$ cat config.mk
export PLATFORM = sky130hd
export DESIGN_NAME = spi_slave
export DESIGN_NICKNAME = d
export VERILOG_FILES = /design/src/rtl/spi_pkg.sv /design/src/rtl/sync_edge_det.sv /design/src/rtl/spi_slave.sv
export SDC_FILE = /design/constraint.sdc
export NUM_CORES = 1
export LEC_CHECK = 0
export BUFFER_PORTS_ARGS = -buffer_cell sky130_fd_sc_hd__buf_4
export CORE_ASPECT_RATIO = 1.1
export CORE_MARGIN = 3
export CORE_UTILIZATION = 58
export CTS_CLUSTER_DIAMETER = 120
export DETAILED_ROUTE_END_ITERATION = 16
export PLACE_DENSITY = 0.85
export SETUP_SLACK_MARGIN = 0.15
export SLEW_MARGIN = 20
export SYNTH_ARGS = -nofsm -noshare
export SYNTH_HDL_FRONTEND = slang
export SYNTH_SLANG_ARGS = --single-unit
$ cat constraint.sdc
create_clock -name clk -period 3.9 [get_ports clk]
set_input_delay 0.195 -clock clk [delete_from_list [all_inputs] [get_ports clk]]
set_output_delay 0.195 -clock clk [all_outputs]
set_load 0.01 [all_outputs]
$ cat src/rtl/spi_pkg.sv
// spi_pkg: shared SPI definitions for the master and slave endpoints.
//   spi_s_state_t : slave FSM states.
//   SPI_BYTE_W    : frame width in bits.
//   SPI_CPOL/CPHA : link mode (mode 0), shared so both ends agree.
package spi_pkg;

    localparam int   SPI_BYTE_W = 8;
    localparam logic SPI_CPOL   = 1'b0;
    localparam logic SPI_CPHA   = 1'b0;

    typedef enum logic [1:0] {
        S_IDLE,
        S_LOAD,
        S_SHIFT
    } spi_s_state_t;

endpackage

$ cat src/rtl/sync_edge_det.sv
// sync_edge_det: N-flop synchronizer for an asynchronous input plus
// single-cycle rise/fall detection on the synchronized level.
//   clk, rst_l : system clock, synchronous active-low reset
//   i_din      : asynchronous input
//   o_level    : synchronized level
//   o_rise     : one-cycle pulse on a synchronized 0->1
//   o_fall     : one-cycle pulse on a synchronized 1->0
// The chain and the edge history are preset to RESET_VAL so that leaving
// reset with the input at its idle level produces no spurious edge.
module sync_edge_det #(
    parameter int   SYNC_STAGES = 2,
    parameter logic RESET_VAL   = 1'b0
) (
    input  logic clk,
    input  logic rst_l,
    input  logic i_din,
    output logic o_level,
    output logic o_rise,
    output logic o_fall
);

    logic [SYNC_STAGES-1:0] r_sync;
    logic                   r_prev;

    always_ff @(posedge clk) begin
        if (!rst_l) begin
            r_sync <= {SYNC_STAGES{RESET_VAL}};
            r_prev <= RESET_VAL;
        end else begin
            r_sync <= {r_sync[SYNC_STAGES-2:0], i_din};
            r_prev <= r_sync[SYNC_STAGES-1];
        end
    end

    assign o_level = r_sync[SYNC_STAGES-1];
    assign o_rise  = o_level & ~r_prev;
    assign o_fall  = ~o_level & r_prev;

endmodule

$ cat src/rtl/spi_slave.sv
// spi_slave: mode-0, MSB-first, 8-bit SPI responder. SCLK, CS_L and MOSI
// are oversampled on clk; nothing is clocked by SCLK.
//   clk, rst_l          : system clock, synchronous active-low reset
//   SCLK, CS_L, MOSI    : asynchronous SPI inputs from the master
//   MISO, miso_oe       : data to the master and its output enable
//   tx_data, tx_empty   : head / empty flag of an FWFT TX FIFO
//   tx_rd_en            : one-cycle TX FIFO pop
//   rx_data, rx_valid   : received byte and its one-cycle push strobe
//   tx_underrun         : one-cycle pulse when a load found the TX FIFO empty
module spi_slave
    import spi_pkg::*;
#(
    parameter int         SYNC_STAGES   = 2,
    parameter logic [7:0] UNDERRUN_BYTE = 8'hFF
) (
    input  logic       clk,
    input  logic       rst_l,
    input  logic       SCLK,
    input  logic       CS_L,
    input  logic       MOSI,
    output logic       MISO,
    output logic       miso_oe,
    input  logic [7:0] tx_data,
    input  logic       tx_empty,
    output logic       tx_rd_en,
    output logic [7:0] rx_data,
    output logic       rx_valid,
    output logic       tx_underrun
);

    // Mode 0/3 sample on the rising edge, modes 1/2 on the falling edge.
    localparam logic       SAMPLE_ON_RISE = (SPI_CPOL == SPI_CPHA);
    localparam logic [3:0] LAST_BIT       = 4'(SPI_BYTE_W - 1);
    localparam logic [3:0] FULL_CNT       = 4'(SPI_BYTE_W);

    logic w_sclk_lvl, w_sclk_rise, w_sclk_fall;
    logic w_cs_high, w_cs_rise, w_cs_fall;
    logic w_mosi, w_sample_edge, w_shift_edge, w_deselect;
    logic w_load;

    logic [SYNC_STAGES-1:0] r_mosi_sync;
    spi_s_state_t           r_state, w_state_nxt;
    logic [3:0]             r_bit_cnt;
    logic                   r_byte_done;
    logic [SPI_BYTE_W-1:0]  r_shift_tx, r_shift_rx, r_rx_data;
    logic                   r_rx_valid;

    sync_edge_det #(.SYNC_STAGES(SYNC_STAGES), .RESET_VAL(SPI_CPOL)) u_sclk_sync (
        .clk(clk), .rst_l(rst_l), .i_din(SCLK),
        .o_level(w_sclk_lvl), .o_rise(w_sclk_rise), .o_fall(w_sclk_fall)
    );

    sync_edge_det #(.SYNC_STAGES(SYNC_STAGES), .RESET_VAL(1'b1)) u_cs_sync (
        .clk(clk), .rst_l(rst_l), .i_din(CS_L),
        .o_level(w_cs_high), .o_rise(w_cs_rise), .o_fall(w_cs_fall)
    );

    // MOSI chain has the same depth as the SCLK chain so the sampled bit is
    // phase-aligned with the detected SCLK edge.
    always_ff @(posedge clk) begin
        if (!rst_l) r_mosi_sync <= '0;
        else        r_mosi_sync <= {r_mosi_sync[SYNC_STAGES-2:0], MOSI};
    end
    assign w_mosi = r_mosi_sync[SYNC_STAGES-1];

    assign w_sample_edge = SAMPLE_ON_RISE ? w_sclk_rise : w_sclk_fall;
    assign w_shift_edge  = SAMPLE_ON_RISE ? w_sclk_fall : w_sclk_rise;
    assign w_deselect    = w_cs_high | w_cs_rise;

    always_ff @(posedge clk) begin
        if (!rst_l) r_state <= S_IDLE;
        else        r_state <= w_state_nxt;
    end

    // Deselect wins over any SCLK edge seen in the same cycle.
    always_comb begin
        w_state_nxt = r_state;
        w_load      = 1'b0;
        tx_rd_en    = 1'b0;
        tx_underrun = 1'b0;
        case (r_state)
            S_IDLE: begin
                if (w_cs_fall) w_state_nxt = S_LOAD;
            end
            S_LOAD: begin
                if (w_deselect) begin
                    w_state_nxt = S_IDLE;
                end else begin
                    w_load      = 1'b1;
                    tx_rd_en    = ~tx_empty;
                    tx_underrun = tx_empty;
                    w_state_nxt = S_SHIFT;
                end
            end
            S_SHIFT: begin
                if (w_deselect)                      w_state_nxt = S_IDLE;
                else if (w_shift_edge && r_byte_done) w_state_nxt = S_LOAD;
            end
            default: w_state_nxt = S_IDLE;
        endcase
    end

    always_ff @(posedge clk) begin
        if (!rst_l) begin
            r_bit_cnt   <= '0;
            r_byte_done <= 1'b0;
            r_shift_tx  <= '0;
            r_shift_rx  <= '0;
            r_rx_data   <= '0;
            r_rx_valid  <= 1'b0;
        end else begin
            r_rx_valid <= 1'b0;
            if (w_load) begin
                r_shift_tx  <= tx_empty ? UNDERRUN_BYTE : tx_data;
                r_bit_cnt   <= '0;
                r_byte_done <= 1'b0;
            end else if (r_state == S_SHIFT && !w_deselect) begin
                if (w_sample_edge && r_bit_cnt < FULL_CNT) begin
                    r_shift_rx <= {r_shift_rx[SPI_BYTE_W-2:0], w_mosi};
                    r_bit_cnt  <= r_bit_cnt + 4'd1;
                    if (r_bit_cnt == LAST_BIT) begin
                        r_rx_data   <= {r_shift_rx[SPI_BYTE_W-2:0], w_mosi};
                        r_rx_valid  <= 1'b1;
                        r_byte_done <= 1'b1;
                    end
                end
                // After the last bit the TX register is left alone; the
                // following load replaces it.
                if (w_shift_edge && !r_byte_done)
                    r_shift_tx <= {r_shift_tx[SPI_BYTE_W-2:0], 1'b0};
            end
        end
    end

    assign MISO     = (r_state == S_SHIFT) & r_shift_tx[SPI_BYTE_W-1];
    assign miso_oe  = (r_state != S_IDLE);
    assign rx_data  = r_rx_data;
    assign rx_valid = r_rx_valid;

endmodule

# Word level (Yosys, flattened, before mapping)
# Cells that the tools add are included.
[word_totals] out_inout_bits=13 register_bits=39
[op_classes] addsub=1 n_reduce_logical=18 eq_ne=5 magnitude_cmp=1 muxes=16 bitwise=15
[op_table] op="2-to-1 mux 8 bit" count=4
[op_table] op="inverter 1 bit" count=9
[op_table] op="2-to-1 mux 2 bit" count=4
[op_table] op="2-to-1 mux 1 bit" count=7
[op_table] op="one-hot mux 2 bit (3 select lines)" count=1
[op_table] op="AND reduction 2 bit" count=3
[op_table] op="AND reduction 3 bit" count=2
[op_table] op="nonzero test 2 bit" count=3
[op_table] op="AND 1 bit" count=5
[op_table] op="adder 4 x 1 -> 4 bit, second input constant" count=1
[op_table] op="equality test 4 x 3 -> 1 bit, second input constant" count=1
[op_table] op="logical AND 1 bit" count=4
[op_table] op="less-than comparator 4 bit, second input constant" count=1
[op_table] op="AND reduction 4 bit" count=1
[op_table] op="OR reduction 4 bit" count=1
[op_table] op="!= test 3 bit, second input constant" count=1
[op_table] op="equality test 2 x 1 -> 1 bit, second input constant" count=1
[op_table] op="equality test 2 bit, second input constant" count=1
[op_table] op="logical NOT 1 bit" count=2
[op_table] op="logical NOT 2 bit" count=1
[op_table] op="!= test 2 x 1 -> 1 bit, second input constant" count=1
[op_table] op="OR reduction 2 bit" count=1
[op_table] op="OR 1 bit" count=1

# Logic depth before layout (Yosys ltp)
# Gate-level depths: netlist (run 1).
[depth] depth_word=7 ltp_mapped=6

# Hierarchy
# Synthesis (run 1) repeated with hierarchy kept, for this count alone.
[hier_totals] hier_cells=183 hier_area_um2=1666.6
[by_module_without_submodules] mod="spi_slave" seq_area_each_um2=660.6 cells_per_inst=167 instances=1 area_each_um2=1483.9
[by_module_without_submodules] mod="sync_edge_det" seq_area_each_um2=60.1 cells_per_inst=8 instances=2 area_each_um2=91.3

# Worst setup path before layout (run 1)
# Ideal clock, no wire load.
[synth_timing] kind="register -> register" from="register r_state[0]" to="register r_shift_tx[1]" arrival_ns=1.311 synth_period_minus_slack_ns=1.431 required_ns=3.780 setup_time_ns=0.120 stages_incl_launch_ff=6 path_slack_ns=2.469 path_cell_list="dfxtp_1 or3b_1 buf_2 or3_1 o211ai_1 a21boi_1"
[synth_between] elab_chain_len=4 elab_cells_between_ends=8 classes_between="eq/ne: 2; mux: 2; reduce/logical: 4"
[synth_lines] element="start, declared" line="spi_slave.sv:42" rtl="spi_s_state_t r_state, w_state_nxt;"
[synth_lines] element="start signal, assigned" line="spi_slave.sv:72" rtl="else r_state <= w_state_nxt;"
[synth_lines] element="equality test 2 x 1 -> 1 bit / equality test 2 bit (equally long branches)" line="spi_slave.sv:81, spi_slave.sv:117"
[synth_lines] element="2-to-1 mux 1 bit / logical AND 1 bit (equally long branches)" line="spi_slave.sv:81, spi_slave.sv:117"
[synth_lines] element="nonzero test 2 bit (no source line)"
[synth_lines] element="AND reduction 2 bit (no source line)"
[synth_lines] element="end signal, assigned" line="spi_slave.sv:114" rtl="r_shift_tx <= tx_empty ? UNDERRUN_BYTE : tx_data;"
[synth_lines] element="end signal, assigned" line="spi_slave.sv:130" rtl="r_shift_tx <= {r_shift_tx[SPI_BYTE_W-2:0], 1'b0};"
[synth_lines] element="end, declared" line="spi_slave.sv:45" rtl="logic [SPI_BYTE_W-1:0] r_shift_tx, r_shift_rx, r_rx_data;"
# Several ways; a longest one is shown, not always the timed one.
# A chain may end at the register's enable or synchronous reset.

# Worst setup path in the final report (run 1)
[layout_timing] from="register r_state[1]" to="register r_rx_data[5], in the netlist rx_data[5]"
[layout_between] elab_chain_len=4 elab_cells_between_ends=6 classes_between="eq/ne: 2; mux: 1; bitwise: 1; reduce/logical: 2"
[layout_lines] element="equality test 2 x 1 -> 1 bit" line="spi_slave.sv:81" rtl="case (r_state)"
[layout_lines] element="2-to-1 mux 1 bit" line="spi_slave.sv:81"
[layout_lines] element="inverter 1 bit (no source line)"
[layout_lines] element="AND reduction 4 bit (no source line) (*)"
[layout_lines] element="end signal, assigned" line="spi_slave.sv:122" rtl="r_rx_data <= {r_shift_rx[SPI_BYTE_W-2:0], w_mosi};"
[layout_lines] element="end, declared" line="spi_slave.sv:45"
# Mark *: on every way between the ends. The rest lies on a longest branch, timed or not.

==> results of run 1 <==
layer usage:
metal / vias up / wire length, µm / track usage, %
met2: 34 / 1480 / 35.14
li1: 566 / - / -
met1: 522 / 1123 / 21.14
met3: 5 / 187 / 5.985
met5: - / 0 / 0
met4: 0 / 47 / 10.68
final timing paths:
| check | start | slack [ps] | end | cells after the start |
|---|---|---|---|---|
| setup / recovery | r_state[1]$_SDFFE_PN0P_ | 1990 | rx_data[5]$_SDFFE_PN0P_ | 4 |
| hold / removal | CS_L | 50 | u_cs_sync.r_sync[0]$_SDFF_PN1_ | 2 |
| setup reg to reg | r_state[1]$_SDFFE_PN0P_ | 1990 | rx_data[5]$_SDFFE_PN0P_ | 4 |
| hold reg to reg | u_cs_sync.r_sync[0]$_SDFF_PN1_ | 420 | u_cs_sync.r_sync[1]$_SDFF_PN1_ | 1 |
cells in the final DEF (no fill, tap or decap), types with 2 or more instances in the layout:
cell and count:
mux2i_1 16, xor2_1 2, nand3_1 2, clkbuf_8 2, and2_1 6, buf_4 26, nor2_1 8, o211ai_1 7
a21oi_1 2, nand2_1 9, and3b_1 2, nand2b_1 3, nand4_1 2, nor2b_1 16, or3_1 7, nor3b_2 2
clkbuf_4 5, dfxtp_1 39, a21boi_1 8
per-stage QoR:
step	hold slack [ps]	setup slack, ps	util [%]	instances	power, mW
global route	38.24	1821	75.93	206	0.6807
finish	53.97	1989	75.93	206	0.6542
CTS	44.42	1613	75.71	206	0.6600
global placement	377.5	2015	72.80	198	0.4360
floorplan	268.0	2469	-	149	0.4235
detailed placement	396.0	1807	72.80	198	0.4373
layout make-up:
class / instances / area, µm²
flip-flops and latches: 39 / 780.7
clock buffers: 8 / 68.82
fillers: 159 / 569.3
multi-input cells: 102 / 709.4
repair buffers: 26 / 195.2
well taps: 30 / 37.54
inverters: 1 / 3.754
flip-flops by register name, indices dropped and copies added (netlist names):
register / count
r_shift_tx: 8
rx_data: 8
r_shift_rx: 7
r_bit_cnt: 4
r_mosi_sync: 2
r_state: 2
u_cs_sync.r_sync: 2
u_sclk_sync.r_sync: 2
r_byte_done: 1
rx_valid: 1
u_cs_sync.r_prev: 1
u_sclk_sync.r_prev: 1
logic make-up after synthesis:
kind of cell	share of synthesized area (%)
xor+xnor	1.152
buf+inv	2.304
simple gates	23.29
compound gates	10.54
fa+ha+maj	0.8229
flops	51.36
mux	10.53
critical path, stage by stage (launching register included):
cell and delay, ps:
dfxtp_1 430, nor3b_2 350, nand4_1 620, mux2i_1 350, nor2b_1 70
power by group:
group          switching [mW]  internal (mW)  total (mW)  leakage (nW)
clock                   0.120          0.106       0.226        0.0386
sequential            0.00234          0.402       0.404         0.316
combinational         0.00937         0.0145      0.0239         0.450
total                   0.132          0.522       0.654         0.804
==> impl_results.md, run 1 <==
- Status: complete, no violations
- Iter 0 DRT Violations: 22
- Clock tree buffer depth: 2
- Post-DP HPWL: 2067 µm
- TritonCTS buffer count: 5
- Final WL: between 2000 and 3000 µm
- Fin nets: 190
- Initial antenna violation count: 0
- IO Count: 27
- Crit share post-route: 48.99%
- Primary FF master, synth: dfxtp_1
- Synthesized flop and latch total: 39
- Slew HR: 54.52%
- Vias: 1127
- Post-DP Area: 1722 µm²
- DRT antenna net count: 0
- Antenna cells: 0
- Post-synth EDFFs: 0
- Worst Path Arrival: between 2000 and 2500 ps
- WL/cell: 13.78 µm
- Number of port buffers: 26
- Main area contributors after synthesis: dfxtp_1 (51%), mux2i_1 (11%), nor2b_1 (6.6%), a21boi_1 (4.0%), o211ai_1 (3.5%)
- GRT overflow: 0
- Critical path type: register to register
- Seq/Total Area, Yosys: 51.36%
- Unique cell type count in the Yosys netlist: 30
- Ys Warns: 0
- Htree depth: 2
- Critical Path Start Type: register
- Clock root cell: clkbuf_4
- Final Critical Period: 1911 ps
- Post-Route Skew: between 10 and 15 ps
- RSZ-0062 raised after global routing: no
- Highest Clock Rate: between 0.5 and 0.6 GHz
- Netlist Area Pre-Place: 1520 µm²
- Synth top cells by count: dfxtp_1 (39), mux2i_1 (16), nor2b_1 (16)
- Worst Setup End Kind: register
- Hold WC Path Type: input pin to register
- CTS sink count: 39
- Final hold vios: 0
- DIE AREA: 3272 µm²
- Setup TNS Final: 0 ps
- Synth Area per Inst: about 10 µm²
- Post_cts resized: 0
- First-pass GRT wire length: 4643 µm
- TritonRoute pass-1 iters: 4
- Area delta synth->final: 18.11%
- Share of the synthesized area in the top cell type: 51.36%
- CP Max Fanout: 10
- Least-Margin Pin Slew: approximately 680 ps
- Most frequent cell after synthesis: dfxtp_1
- Die W: around 55 µm
- Largest net degree at the start of global routing: 34
- Vias in the first global route: 1090
- Biggest area consumer among synthesized cells: dfxtp_1
- Max VDD drop: around 0.28 mV
- Cell row count: 18
- P per Cell Area: 364.3 nW/µm²
- Global placement routability congestion: 0.6848
- Worst path required time: 4130 ps
- Cell area after layout: about 1800 µm²
- Die H: 59.70 µm
- Postcts setup bufs: 0
- CTS tree: built
- Drt via density: between 5 and 6
- GRT Resource Usage Total: 20.18%
- Endpoints failing setup: 0
- Hold-fix buffers at CTS: 0
- Layout cells sized above 1: 20.45%
- Fraction of registers with async set/reset: 0%
- Mapped Nets: 164
- Clock transition at path regs: 100 ps
- Max-slew violations: 0
- Leak Pwr: 0.8041 nW
- Starting Density: approximately 64%
- Drt drc: 0
- Clock latency on the worst-skew pair: 340 ps
- Post-synthesis instance total: 149
- Core Region: 2365 µm²
- Number of max-cap violations: 0
No activity file was read; power rests on OpenSTA's default activity.
==> run 2: changes to the inputs <==
- CORE_UTILIZATION: 58 -> 53
- PLACE_DENSITY: 0.85 -> 0.79
- clock period: 3.9 -> 2 ns (I/O delays scaled with it)
==> impl_results.md, run 2 (synthesis results as in run 1) <==
- Status: complete, no violations
- Commonest non-fill, non-tap cell in the layout: dfxtp_1
- Die W: 57.07 µm
- Endpoints failing setup: 0
- Clock root cell: clkbuf_4
- Critical path type: register to output pin
- Max-slew violations: 0
- Number of port buffers: 26
- First-pass GRT wire length: 4733 µm
- Worst Path Arrival: 1630 ps
- Drt drc: 0
- TritonRoute pass-1 iters: 4
- Crit share post-route: 86.26%
- Hold WC Path Type: input pin to register
- RSZ-0062 raised after global routing: no
- Final hold vios: 0
- Area of the multi-input gates: between 700 and 800 µm²
- Final Critical Period: 1725 ps
- Starting Density: between 50 and 60%
- Htree depth: 2
- CTS sink count: 39
- Fin nets: 196
- Vias in the first global route: 1090
- Post-DP HPWL: around 1900 µm
- Area delta synth->final: 20.08%
- DIE AREA: 3548 µm²
- Clock tree buffer depth: 2
- Highest Clock Rate: 0.5797 GHz
- Worst Setup End Kind: output pin
- # fillers: 224
- Vias: 1109
- Slew HR: between 60% and 70%
- P per Cell Area: 664.2 nW/µm²
- GRT overflow: 0
- TritonCTS buffer count: 5
- Most frequent cells in the layout: dfxtp_1 (39), buf_4 (29), nor2b_1 (16), mux2i_1 (16), nand2_1 (9)
- Clock transition at path regs: 100 ps
- DRT antenna net count: 0
- Core Region: 2615 µm²
- CP Max Fanout: 10
- Post_cts resized: 0
- Largest net degree at the start of global routing: 34
- Leak Pwr: 0.8203 nW
- Number of max-cap violations: 0
- Critical Path Start Type: register
- Setup TNS Final: 0 ps
- CTS tree: built
- Die H: 62.17 µm
- Max VDD drop: 0.6261 mV
- Least-Margin Pin Slew: around 600 ps
- Final WL: roughly 2700 µm
- Clock latency on the worst-skew pair: 340 ps
- Post-Route Skew: 3.277 ps
- GRT Resource Usage Total: between 10% and 20%
- Initial antenna violation count: 0
- Power Total: 1.212 mW
- Cell row count: 19
- WL/cell: about 13 µm
- Antenna cells: 0
- Global placement routability congestion: 0.7886
- Layout cells sized above 1: 20.33%
- IO Count: 27
- Drt via density: 5.207
- Worst path required time: 1900 ps
- Register Area: 780.7 µm²
- Iter 0 DRT Violations: 25
## run 2: per-layer routing
layer  track usage, %  up-vias  wire length (µm)
met5                0        -                 0
met4            10.43        0                66
met3            7.039        5               154
met2            29.14       22              1367
met1            17.91      509              1140
li1                 -      573                 -
## run 2: where the power goes
part           internal (mW)  leakage (nW)  total [mW]  switching (mW)
clock network          0.137        0.0293       0.373           0.236
logic                 0.0321         0.475      0.0515          0.0194
registers              0.784         0.316       0.788         0.00445
## run 2: timing repair
item,4_1_cts,5_1_grt
buffers inserted,0,0
hold buffers,3,0
hold endpoints to repair,3,0
## run 2: cell type report
class	count	share of cell area, %
Clock inverter	1	0.2742
Sequential cell	39	42.77
Inverter	1	0.2056
Clock buffer	7	2.467
Timing Repair Buffer	32	13.57
Tap cell	31	2.125
Multi-Input combinational cell	102	38.59
## run 2: worst paths after layout
path,startpoint,end,slack [ps],depth (start not counted)
hold reg to reg,u_cs_sync.r_sync[0]$_SDFF_PN1_,u_cs_sync.r_sync[1]$_SDFF_PN1_,440,1
hold / removal,tx_data[0],r_shift_tx[0]$_SDFFE_PN0P_,60,3
setup / recovery,r_state[0]$_SDFFE_PN0P_,tx_underrun,270,4
setup reg to reg,r_state[1]$_SDFFE_PN0P_,rx_data[4]$_SDFFE_PN0P_,380,5
## run 2: critical path, cell delays in order (launching register included)
cell	delay (ps)
dfxtp_1	440
nor3b_1	370
buf_4	240
and2_1	130
buf_4	110
## run 2: metrics by stage
stage          std cells  setup slack (ps)  hold WS (ps)  instance area (µm²)  utilization, %
2_1_floorplan        149             568.5         173.0                 1520               -
3_3_place_gp         202             469.0         284.6                 1745           66.75
3_5_place_dp         202             416.4         291.6                 1745           66.75
4_1_cts              213             265.6         43.54                 1826           69.81
5_1_grt              213             187.3         59.95                 1826           69.81
6_report             213             274.9         58.35                 1826           69.81
==> run 3: changes to the inputs <==
- CTS_BUF_LIST: default -> sky130_fd_sc_hd__clkbuf_16
- GPL_ROUTABILITY_DRIVEN: default -> 0
==> impl_results.md, run 3 (synthesis results as in run 1) <==
- # fillers: 207
- CTS sink count: 39
- Hold WC Path Type: input pin to register
- Setup TNS Final: 0 ps
- Iter 0 DRT Violations: 45
- Endpoints failing setup: 0
- Area of the multi-input gates: between 700 and 800 µm²
- Max-slew violations: 0
- CP Max Fanout: 10
- Htree depth: 2
- Starting Density: 58.13%
- Largest net degree at the start of global routing: 34
- Initial antenna violation count: 0
- Highest Clock Rate: 0.6127 GHz
- IO Count: 27
- Status: complete, no violations
- RSZ-0062 raised after global routing: no
- Final Critical Period: 1632 ps
- Clock transition at path regs: 50 ps
- Slew HR: around three fifths
- Number of max-cap violations: 0
- DIE AREA: between 3000 and 4000 µm²
- TritonRoute pass-1 iters: 4
- TritonCTS buffer count: 5
- Critical Path Start Type: register
- Fin worst setup slack: 367.9 ps
- Die H: 62.17 µm
- WL/cell: 13.36 µm
- Layout cells sized above 1: between 20% and 30%
- Worst Setup End Kind: output pin
- Cell row count: 19
- Reg2Reg Capture Point: rx_data[7]$_SDFFE_PN0P_
- Drt via density: about 5.3
- DRT antenna net count: 0
- Clock latency on the worst-skew pair: 280 ps
- Hold-fix buffers at CTS: 0
- Power Total: 1.569 mW
- Post-Route Skew: approximately 3.8 ps
- Worst path required time: 1900 ps
- Crit share post-route: 81.61%
- Worst Reg-to-Reg Cells: 5
- Vias in the first global route: 1099
- Max VDD drop: 0.7780 mV
- Final WL: 2805 µm
- Reg2reg start: r_state[1]$_SDFFE_PN0P_
- Core Region: roughly 2600 µm²
- Register Area: 780.7 µm²
- Postcts setup bufs: 0
- R2r setup slk: 380 ps
- Least-Margin Pin Slew: approximately 590 ps
- P per Cell Area: 833.0 nW/µm²
- Crit path to: tx_underrun
- Critical path type: register to output pin
- First-pass GRT wire length: 4850 µm
- CTS tree: built
- Area delta synth->final: 23.87%
- Post_cts resized: 0
- Die W: 57.07 µm
- Drt drc: 0
- Vias: 1117
- Worst Path Arrival: 1530 ps
- Fin nets: around 190
- Dpl ws: around 420 ps
- Antenna cells: 0
- Crit path launch: r_state[0]$_SDFFE_PN0P_
- Clock tree buffer depth: 2
- GRT Resource Usage Total: approximately 18%
- Leak Pwr: 0.8547 nW
- Clock root cell: clkbuf_16
- Number of port buffers: 26
- GRT overflow: 0
- Post-DP HPWL: 1915 µm
- Most frequent cells in the layout: dfxtp_1 (39), buf_4 (29), nor2b_1 (16), mux2i_1 (16), nand2_1 (9)
- Final hold vios: 0
- Commonest non-fill, non-tap cell in the layout: dfxtp_1
## run 3: cell types whose count changed in the layout (fill, tap and decap cells not counted), sizes merged
cell	delta
clkbuf	-2
dlygate4sd3	-3
inv	+2
## run 3: power by group
part | switching (mW) | internal, mW
clock | 0.283 | 0.450
combinational | 0.0184 | 0.0283
sequential | 0.00442 | 0.785
## run 3: metrics by stage
stage	utilization [%]	cells	area [µm²]	hold slack [ps]
after floorplan	-	149	1520	173.0
after global placement	66.75	202	1745	284.6
after detailed placement	66.75	202	1745	291.6
after CTS	72.01	210	1883	7.394
after global routing	72.01	210	1883	3.134
final	72.01	210	1883	8.238
## run 3: worst min path at each step
stage	cells after the start	end	slack, ps	startpoint
final	2	u_cs_sync.r_sync[0]$_SDFF_PN1_	8	CS_L
after global routing	2	u_cs_sync.r_sync[0]$_SDFF_PN1_	3	CS_L
after CTS	2	u_cs_sync.r_sync[0]$_SDFF_PN1_	7	CS_L
after detailed placement	2	u_cs_sync.r_sync[0]$_SDFF_PN1_	290	CS_L
after global placement	2	u_cs_sync.r_sync[0]$_SDFF_PN1_	280	CS_L
after floorplan	1	u_cs_sync.r_sync[0]$_SDFF_PN1_	170	rst_l
## run 3: critical path, stage by stage (launching register included)
cell and delay, ps:
dfxtp_1 420, nor3b_1 360, buf_4 240, and2_1 130, buf_4 110
## run 3: final cells by class
type                            instances  share of cell area [%]
Multi-Input combinational cell        102                   37.41
Inverter                                1                  0.1993
Timing Repair Buffer                   29                   11.56
Clock inverter                          3                  0.6645
Tap cell                               31                   2.060
Sequential cell                        39                   41.46
Clock buffer                            5                   6.645
## run 3: metal layers
metal	track usage, %	share of wire, %	vias to the layer above
li1	-	-	565
met1	18.30	42	522
met2	30.14	50	23
met3	7.039	5.6	7
met4	9.565	2.2	0
met5	0	0	-
